===== config.mk =====
export PLATFORM = sky130hd
export DESIGN_NAME = fifo_wr_arbiter
export DESIGN_NICKNAME = d
export VERILOG_FILES = /design/src/rtl/fifo_wr_arbiter.sv
export SDC_FILE = /design/constraint.sdc
export NUM_CORES = 1
export LEC_CHECK = 0
export ABC_AREA = 1
export CELL_PAD_IN_SITES_DETAIL_PLACEMENT = 0
export CELL_PAD_IN_SITES_GLOBAL_PLACEMENT = 1
export CORE_ASPECT_RATIO = 1.2
export CORE_MARGIN = 5
export CORE_UTILIZATION = 17
export DETAILED_ROUTE_END_ITERATION = 12
export HOLD_SLACK_MARGIN = 0.06
export PLACE_DENSITY_LB_ADDON = 0.1
export SLEW_MARGIN = 5
export SYNTH_ARGS = -nofsm -noshare
export SYNTH_HDL_FRONTEND = slang
export SYNTH_SLANG_ARGS = --single-unit

===== constraint.sdc =====
create_clock -name clk -period 4.25 [get_ports clk]
set_input_delay 1.275 -clock clk [delete_from_list [all_inputs] [get_ports clk]]
set_output_delay 1.275 -clock clk [all_outputs]
set_load 0.03 [all_outputs]

===== src/rtl/fifo_wr_arbiter.sv =====
// Round-robin write arbiter sharing one FIFO write port among NUM_REQ producers.
// Grants are combinational; an owner may keep the port for up to MAX_BURST words.
module fifo_wr_arbiter #(
  parameter int NUM_REQ   = 4,
  parameter int WIDTH     = 32,
  parameter int MAX_BURST = 4
) (
  input  logic                       clk,
  input  logic                       res,
  input  logic [NUM_REQ-1:0]         req,
  input  logic [NUM_REQ*WIDTH-1:0]   req_data,
  input  logic                       fifo_full,
  output logic [NUM_REQ-1:0]         grant,
  output logic                       fifo_shift_in,
  output logic [WIDTH-1:0]           fifo_data_in,
  output logic [$clog2(NUM_REQ)-1:0] owner,
  output logic                       busy
);

  localparam int OW = $clog2(NUM_REQ);
  localparam int CW = $clog2(MAX_BURST + 1);

  typedef enum logic [0:0] {IDLE = 1'b0, BURST = 1'b1} state_t;

  state_t        state_r, state_n;
  logic [OW-1:0] owner_r, owner_n;
  logic [CW-1:0] burst_cnt_r, burst_cnt_n;

  logic          rr_found;
  logic [OW-1:0] rr_idx;
  logic [OW-1:0] rr_cand;
  int            rr_pos;

  logic          grant_vld;
  logic [OW-1:0] grant_idx;

  // State register: the only sequential process
  always_ff @(posedge clk or posedge res) begin
    if (res) begin
      state_r     <= IDLE;
      owner_r     <= OW'(NUM_REQ - 1);
      burst_cnt_r <= '0;
    end else begin
      state_r     <= state_n;
      owner_r     <= owner_n;
      burst_cnt_r <= burst_cnt_n;
    end
  end

  // Round-robin search starting just after the current owner; owner is checked last
  always_comb begin
    rr_found = 1'b0;
    rr_idx   = '0;
    rr_pos   = 0;
    rr_cand  = '0;
    for (int k = 1; k <= NUM_REQ; k++) begin
      rr_pos  = (int'(owner_r) + k) % NUM_REQ;
      rr_cand = OW'(rr_pos);
      if (!rr_found && req[rr_cand]) begin
        rr_found = 1'b1;
        rr_idx   = rr_cand;
      end else begin
        rr_found = rr_found;
      end
    end
  end

  // Next-state and grant decision; a full FIFO freezes everything
  always_comb begin
    state_n     = state_r;
    owner_n     = owner_r;
    burst_cnt_n = burst_cnt_r;
    grant_vld   = 1'b0;
    grant_idx   = '0;
    if (!res && !fifo_full) begin
      case (state_r)
        IDLE: begin
          if (rr_found) begin
            grant_vld   = 1'b1;
            grant_idx   = rr_idx;
            owner_n     = rr_idx;
            burst_cnt_n = CW'(1);
            state_n     = (MAX_BURST > 1) ? BURST : IDLE;
          end else begin
            state_n = IDLE;
          end
        end
        BURST: begin
          if (req[owner_r] && (burst_cnt_r < CW'(MAX_BURST))) begin
            grant_vld   = 1'b1;
            grant_idx   = owner_r;
            burst_cnt_n = burst_cnt_r + CW'(1);
          end else if (rr_found) begin
            // Handover in the same cycle; an exhausted lone owner wins itself again
            grant_vld   = 1'b1;
            grant_idx   = rr_idx;
            owner_n     = rr_idx;
            burst_cnt_n = CW'(1);
          end else begin
            state_n = IDLE;
          end
        end
        default: begin
          state_n     = IDLE;
          burst_cnt_n = '0;
        end
      endcase
    end else begin
      grant_vld = 1'b0;
    end
  end

  // Output decode: one-hot grant and data mux of the granted slice
  always_comb begin
    grant        = '0;
    fifo_data_in = '0;
    for (int i = 0; i < NUM_REQ; i++) begin
      if (grant_vld && (grant_idx == OW'(i))) begin
        grant[i]     = 1'b1;
        fifo_data_in = req_data[i*WIDTH +: WIDTH];
      end else begin
        grant[i] = 1'b0;
      end
    end
    fifo_shift_in = grant_vld;
  end

  assign owner = owner_r;
  assign busy  = (state_r == BURST);

endmodule


==> results.txt <==
- Setup violations remaining at the end of the flow were counted as 30.
* FILL cells: 976
- In the post-synthesis netlist, the cell with the most instances is sky130_fd_sc_hd__nand3_1.
- Post-Layout Inst Area: 4474 sq um
* Sort of element at the start of the critical path: input pin
- Ranked by instance count, the synthesized netlist is headed by sky130_fd_sc_hd__nand3_1 (102), sky130_fd_sc_hd__nand2_1 (71), sky130_fd_sc_hd__nand4_1 (33).
- Of the post-synthesis cell area, the dominant cell type holds 31.70%.
- Final min period: 4.298 ns
* Sequential area share after synthesis: 9.479%
- The clock network is responsible for 5.8% of the overall power.
- Setup repair after global routing missed its margin: true
* Placeable Area: 9418 sq um
* Critical Path Fanout Max: 6
* Synth Net Count: 417
- The via count of the first global-routing pass is 2789.
* Antenna-violating nets left: 0
- Largest incremental delay on the critical path: 0.18 ns
- The tool flagged a number of max-cap violations equal to 0.
* Max-slew violation total from the final report: 0
* Clk slew on worst S/H paths: 0.03 ns
- Total number of nets in the final design: 613
- Once placement finished, the instance area stood at 3492 sq um.
- The first global-routing pass estimated 14050 um of wire.
- Later-pin clock latency in the skew report: 0.22 ns
- After the first detailed-routing iteration, the DRC count stood at 68.
* Worst rel slew slack: 76.99%
- For the pin with the worst max-slew slack, the measured transition is 0.3451 ns.
- In this run the number of H-tree levels came out at 1.
- The share of total power dissipated in sequential elements is 4.7%.
- Of the total power, combinational logic draws 89.4%.
- The die is 98.85 um wide.
- Rows: 39
- In the routed design, unresolved DRC markers number 0.
- Buffer depth of the longest clock path: 2
- The flow ran to the end, but the final reports show violations.
* Count of boundary I/O pins: 175
* Synth top area cells: sky130_fd_sc_hd__nand3_1 (32%), sky130_fd_sc_hd__nand2_1 (17%), sky130_fd_sc_hd__nand4_1 (13%)
- Switching fraction of total power: 51.60%
- Measured along the y axis, the die boundary spans 116.6 um.
* Worst clock skew: 0.00005759 ns
* Clock tree from TritonCTS: built
* Type of the setup path with the least slack: input pin to output port
- P&R area growth vs syn: 177.9%
- In this run the power spent charging and discharging nets is 0.001377 W.
- First-pass DRT Iterations: 4
* Post-cts hold buffer count: 0
- Number of buffers inserted during clock tree synthesis: 3
* Root cell of the clock tree: sky130_fd_sc_hd__clkbuf_16
- Post-DP HPWL: 6937 um
- The synthesized design contains 0 enable-type register cells.
- The synthesized netlist contains 21 unique library cells.
- The number of antenna violations at the first check in global routing came to 0.
* Vias after detailed routing: 2841
* Warnings, synthesis: 0
* Clock Sink Count: 6
* Average wire per standard cell: 17.14 um
- The number of hold-slack violations in the final timing report was 0.
- Data arrival time of the critical path: 3.02 ns
- The analysis attributes to cell leakage a power of 1.855 nW.
* Vias/cell: 4.743
- On the critical path, the stage with the largest delay is an instance of sky130_fd_sc_hd__nor2_4.
- For this block, the routed nets add up to 10260 um of wire.
- Element type at the critical path end: output port
* Power Dens Cells: 596.6 nW/um^2
- Post-route setup slack: -0.04830 ns
- Violations in the final reports: negative setup slack
- A synthesized cell averages 5.731 sq um.
* Netlist area before placement: 1610 sq um
- Once layout is complete, the utilization of the core stands at 47.51%.
- For this run the aggregate overflow at the end of global routing stands at 0.
- At the end of routability-driven placement, the weighted congestion stood at 0.7749.
* Overall track demand over capacity in global routing: 15.03%
- Highest attainable clock frequency: 232.7 MHz
* Worst EP required: 2.97 ns
- The repair_antennas step left the layout with diodes totalling 0.
- Cell chain of the critical path: buf_6 -> nand2_2 -> nand2_2 -> nand2_2 -> nand2_4 -> nor2_4 -> nand3_2 -> nand2_4 -> nor2_8 -> nand2_4 -> nand3_4 -> nor2_4 -> buf_6 -> buf_16 -> nand2_1 -> nand4_1 -> buf_6
- During placement, the flow inserted port buffers numbering 174.
* Full die area: 11530 sq um
- Summed over all instances, the cell type with the most area after synthesis is sky130_fd_sc_hd__nand3_1.
- The tightest min-delay check is of the flip-flop to flip-flop type.
- Once the floorplan was initialized, standard cells occupied 17.10% of the core.
- Gate count after technology mapping: 281
* Number of register bits inferred by synthesis: 6
- The worst-case IR drop observed on VDD is 276.4 uV.
- Of all flip-flops after synthesis, the portion carrying an async set or reset was 100.0%.
- Dominant synthesized flop cell: sky130_fd_sc_hd__dfrtp_1
* Setup tns final: -0.6749 ns
* Fraction of layout instances using a drive strength above 1: 39.50%
- The final critical path takes up 101.1% of the cycle.
- Total internal power: 0.001292 W
- Entering global routing, the biggest net connects 35 pins.
-- cell families after synthesis --
group	share of synthesized area [%]
adder cells (fa/ha/maj)	0.7769
flip-flops	9.480
AO/OA/AOI/OAI	3.652
buffers and inverters	15.00
AND/OR/NAND/NOR	71.10
-- worst paths after layout --
kind	slack, ns	cells past startpoint	from	end
min in group asynchronous	1.12	3	res	busy$_DFFE_PP0P_
max in group asynchronous	2.88	3	res	owner[0]$_DFFE_PP1P_
setup reg to reg	1.94	12	owner[0]$_DFFE_PP1P_	burst_cnt_r[2]$_DFFE_PP0P_
setup / recovery	-0.05	17	req[1]	fifo_data_in[4]
hold reg to reg	0.50	1	burst_cnt_r[0]$_DFFE_PP0P_	burst_cnt_r[0]$_DFFE_PP0P_
hold / removal	0.50	1	burst_cnt_r[0]$_DFFE_PP0P_	burst_cnt_r[0]$_DFFE_PP0P_
-- sequential cells by signal, indices dropped and copies added (netlist names) --
name	cells
burst_cnt_r	3
busy	1
owner	2
-- what timing repair did --
item,CTS,global route
buffers inserted,7,6
pin swaps,12,42
gates cloned,3,5
resized for setup,75,106
endpoints found under the setup margin,36,36
hold endpoints to repair,0,0
-- metal layers --
metal / vias up / track usage (%) / wire length, um
met5: - / 0 / 0
met4: 0 / 2.550 / 121
met3: 10 / 2.688 / 623
met2: 120 / 29.61 / 5642
met1: 1327 / 16.95 / 3876
li1: 1384 / - / -
-- cell type report --
type,count,area [sq um],share of cell area (%)
clock buffer,4,78.83,1.762
inverter,16,80.08,1.790
multi-input combinational,235,1613,36.05
sequential,6,152.6,3.412
tap,123,153.9,3.440
timing repair buffer,215,2396,53.55
-- worst max-delay path: cells and delay by family --
kind	cells	cell delay, ns
simple gates	13	1.21
buf+inv	4	0.52
-- cells in the final DEF (no fill, tap or decap), types with 3 or more instances in the layout --
| cell | n |
|---|---|
| sky130_fd_sc_hd__clkdlybuf4s50_1 | 131 |
| sky130_fd_sc_hd__nand3_1 | 70 |
| sky130_fd_sc_hd__buf_6 | 44 |
| sky130_fd_sc_hd__nand3_2 | 33 |
| sky130_fd_sc_hd__nand2_1 | 33 |
| sky130_fd_sc_hd__nand4_1 | 33 |
| sky130_fd_sc_hd__nand2_2 | 28 |
| sky130_fd_sc_hd__buf_4 | 18 |
| sky130_fd_sc_hd__nand2_4 | 16 |
| sky130_fd_sc_hd__buf_12 | 9 |
| sky130_fd_sc_hd__clkbuf_16 | 8 |
| sky130_fd_sc_hd__inv_2 | 7 |
| sky130_fd_sc_hd__inv_1 | 5 |
| sky130_fd_sc_hd__o21ai_0 | 5 |
| sky130_fd_sc_hd__nand3_4 | 4 |
| sky130_fd_sc_hd__dfrtp_1 | 4 |
| sky130_fd_sc_hd__inv_4 | 3 |
| sky130_fd_sc_hd__nor2_4 | 3 |
| sky130_fd_sc_hd__buf_16 | 3 |
| sky130_fd_sc_hd__buf_8 | 3 |
-- power by group through the flow --
stage | clock network [W] | registers (W) | logic [W]
after floorplan | 0 | 0.000125 | 0.00107
after global placement | 0 | 0.000120 | 0.00174
after detailed placement | 0 | 0.000121 | 0.00173
after CTS | 0.000158 | 0.000125 | 0.00204
after global routing | 0.000163 | 0.000133 | 0.00253
final | 0.000155 | 0.000127 | 0.00239
-- stage by stage --
stage	cells	setup slack [ns]	total power (W)	hold slack, ns
2_1_floorplan	281	0.03809	0.001194	0.4652
3_3_place_gp	574	-0.4093	0.001865	0.4946
3_5_place_dp	574	-0.4236	0.001855	0.4981
4_1_cts	588	-0.06943	0.002323	0.5092
5_1_grt	599	-0.1617	0.002825	0.5597
6_report	599	-0.04830	0.002670	0.5046
Power figures use the tool's default switching activity.
==> variant (same settings) <==
`WIDTH`: 32 -> 48.
--- a/src/rtl/fifo_wr_arbiter.sv
+++ b/src/rtl/fifo_wr_arbiter.sv
@@ -2,7 +2,7 @@
 // Grants are combinational; an owner may keep the port for up to MAX_BURST words.
 module fifo_wr_arbiter #(
   parameter int NUM_REQ   = 4,
-  parameter int WIDTH     = 32,
+  parameter int WIDTH     = 48,
   parameter int MAX_BURST = 4
 ) (
   input  logic                       clk,
Interface: changed (resized fifo_data_in and req_data); port bits go from 175 to 255. No check against the original RTL was run, so the function may have changed too.
==> variant against the unedited design <==
  * Setup slack got worse by 0.085 ns
  * The run still ends with setup timing left
  * Sequential cell count is the same
  * Global-route usage is 3.6 points higher
  * Synthesized area increased by 29%
  * Routed wire length rose by 51%
  * Final area increased by 37%
  * Fmax shrank 1.9%
  * Power is 38% higher
  * Sequential share of layout area fell by 0.92 points
==> variant: results (changes against the unedited design) <==
* Outcome: finished, violations left
* Failing checks: setup timing
* Primary FF master, synth: dfrtp_1
* Psw at 1.86 mW (+35%)
* Met2 Usage GRT at 34.6% (+5.0 points)
* Synth top area cells: nand3_1, nand2_1, nand4_1
* Clk_skew at 0.000651 ns (+0.000594 ns)
* Logic power comb at 3.41 mW (+43%)
* Commonest cells post-synth: nand3_1, nand2_1, nand4_1, buf_2, inv_1
* Largest net degree at the start of global routing at 59 (+69%)
* Final WS setup at -0.134 ns (-0.0853 ns)
* Final setup viols at 48 (+60%)
* Fillers at 1156 (+18%)
* Layout cells sized above 1 at 33.4% (-6.1 points)
* Worst-Margin Slew at 0.313 ns (-0.0318 ns)
* Pleak at 2.45 nW (+32%)
* Post-Route WL at 15500 µm (+51%)
* First-pass GRT wire length at 21800 µm (+55%)
* Crit path DAT at 3.11 ns (+0.09 ns)
* Met1 Track Usage GR at 22.0% (+5.0 points)
* Metal3 WL at 1090 µm (+75%)
* Met1 Wirelength at 5910 µm (+53%)
* HPWL Detailed at 10500 µm (+52%)
* Netlist cell types at 22 (+4.8%)
* Seq/Total Area, Yosys at 7.35% (-2.1 points)
* Met2 wire len at 8110 µm (+44%)
* R2R cell count at 12 (unchanged)
* CTS max path bufs at 2 (unchanged)
* VDD IR max at 346 µV (+25%)
* DR iter-0 viols at 185 (+170%)
* Syn. warnings at 0 (unchanged)
* Post-Syn Nets at 573 (+37%)
* Placed insts at 786 (+37%)
* PD cells at 601 nW/µm² (+0.81%)
* Reg clk slew, reported paths at 0.03 ns (about the same)
* Gpl congestion at 0.846 (+9.1%)
* Crit Path Max Fanout at 8 (+2)
* Synthesized instance count at 373 (+33%)
* Vias in the first global route at 3989 (+43%)
* # H-tree levels at 1 (unchanged)
* CP max stage delay at 0.18 ns (about the same)
* Final nets at 859 (+40%)
* Routed len/inst at 18.9 µm (+10%)
* GR Layer Usage met3 at 3.99% (+1.3 points)
* Slowest cell on crit path: nor2_4
* Post-Place Worst Slack at -0.607 ns (-0.183 ns)
* Vias per cell at 4.85 (+2.3%)
* Port bufs at 254 (+46%)
* Sequential Power Share at 3.1% (-1.6 points)
* Gr usage total at 18.6% (+3.6 points)
* Top delay family on crit path: simple AND/OR/NAND/NOR gates
* Initial antenna violation count at 0 (unchanged)
-- variant: changes by cell type in the layout (fill, tap and decap cells not counted), sizes merged --
cell,unedited run,this run
dlygate4sd2,1,2
dlymetal6s2s,1,0
clkbuf,9,7
nand2,78,94
clkdlybuf4s50,131,195
buf,77,117
nand4,33,49
clkinv,1,0
nand3,107,155
inv,15,16
-- variant: metrics by stage --
step	TNS (ns)	instance area [µm²]
2_1_floorplan	0	2080
3_3_place_gp	-25.85	4890
3_5_place_dp	-27.28	4890
4_1_cts	-6.75	5850
5_1_grt	-9.35	6120
6_report	-3.46	6120
-- variant: repair_timing --
action / CTS / global route
setup buffers: 14 / 7
setup endpoints to repair: 52 / 52
resized for setup: 143 / 59
hold buffers: 0 / 0
gates cloned: 10 / 5
pin swaps: 35 / 44
-- variant: final timing paths --
kind / start / to / slack [ns]
worst max register to register: owner[0] / burst_cnt_r[2] / 2.21
max in group asynchronous: res / owner[0] / 2.75
worst max-delay path: req[2] / fifo_data_in[11] / -0.13
min in group asynchronous: res / burst_cnt_r[1] / 1.24
worst min register to register: burst_cnt_r[0] / burst_cnt_r[0] / 0.52
worst min-delay path: burst_cnt_r[0] / burst_cnt_r[0] / 0.52
-- variant: cells by family (layout without fill, tap and decap cells) --
group,count (synthesis),after routing,synth area share [%]
buffers and inverters,52,337,14.2
AOI/OAI and AO/OA,9,9,3.55
DFF,6,6,7.35
adders and majority gates,1,1,0.602
and+or+nand+nor,305,305,74.3
-- variant: layout make-up --
class	instances	area share (%)
clock buffer	4	1.29
tap	161	3.29
multi-input combinational	315	32.9
timing repair buffer	317	58.8
sequential	6	2.49
inverter	16	1.27
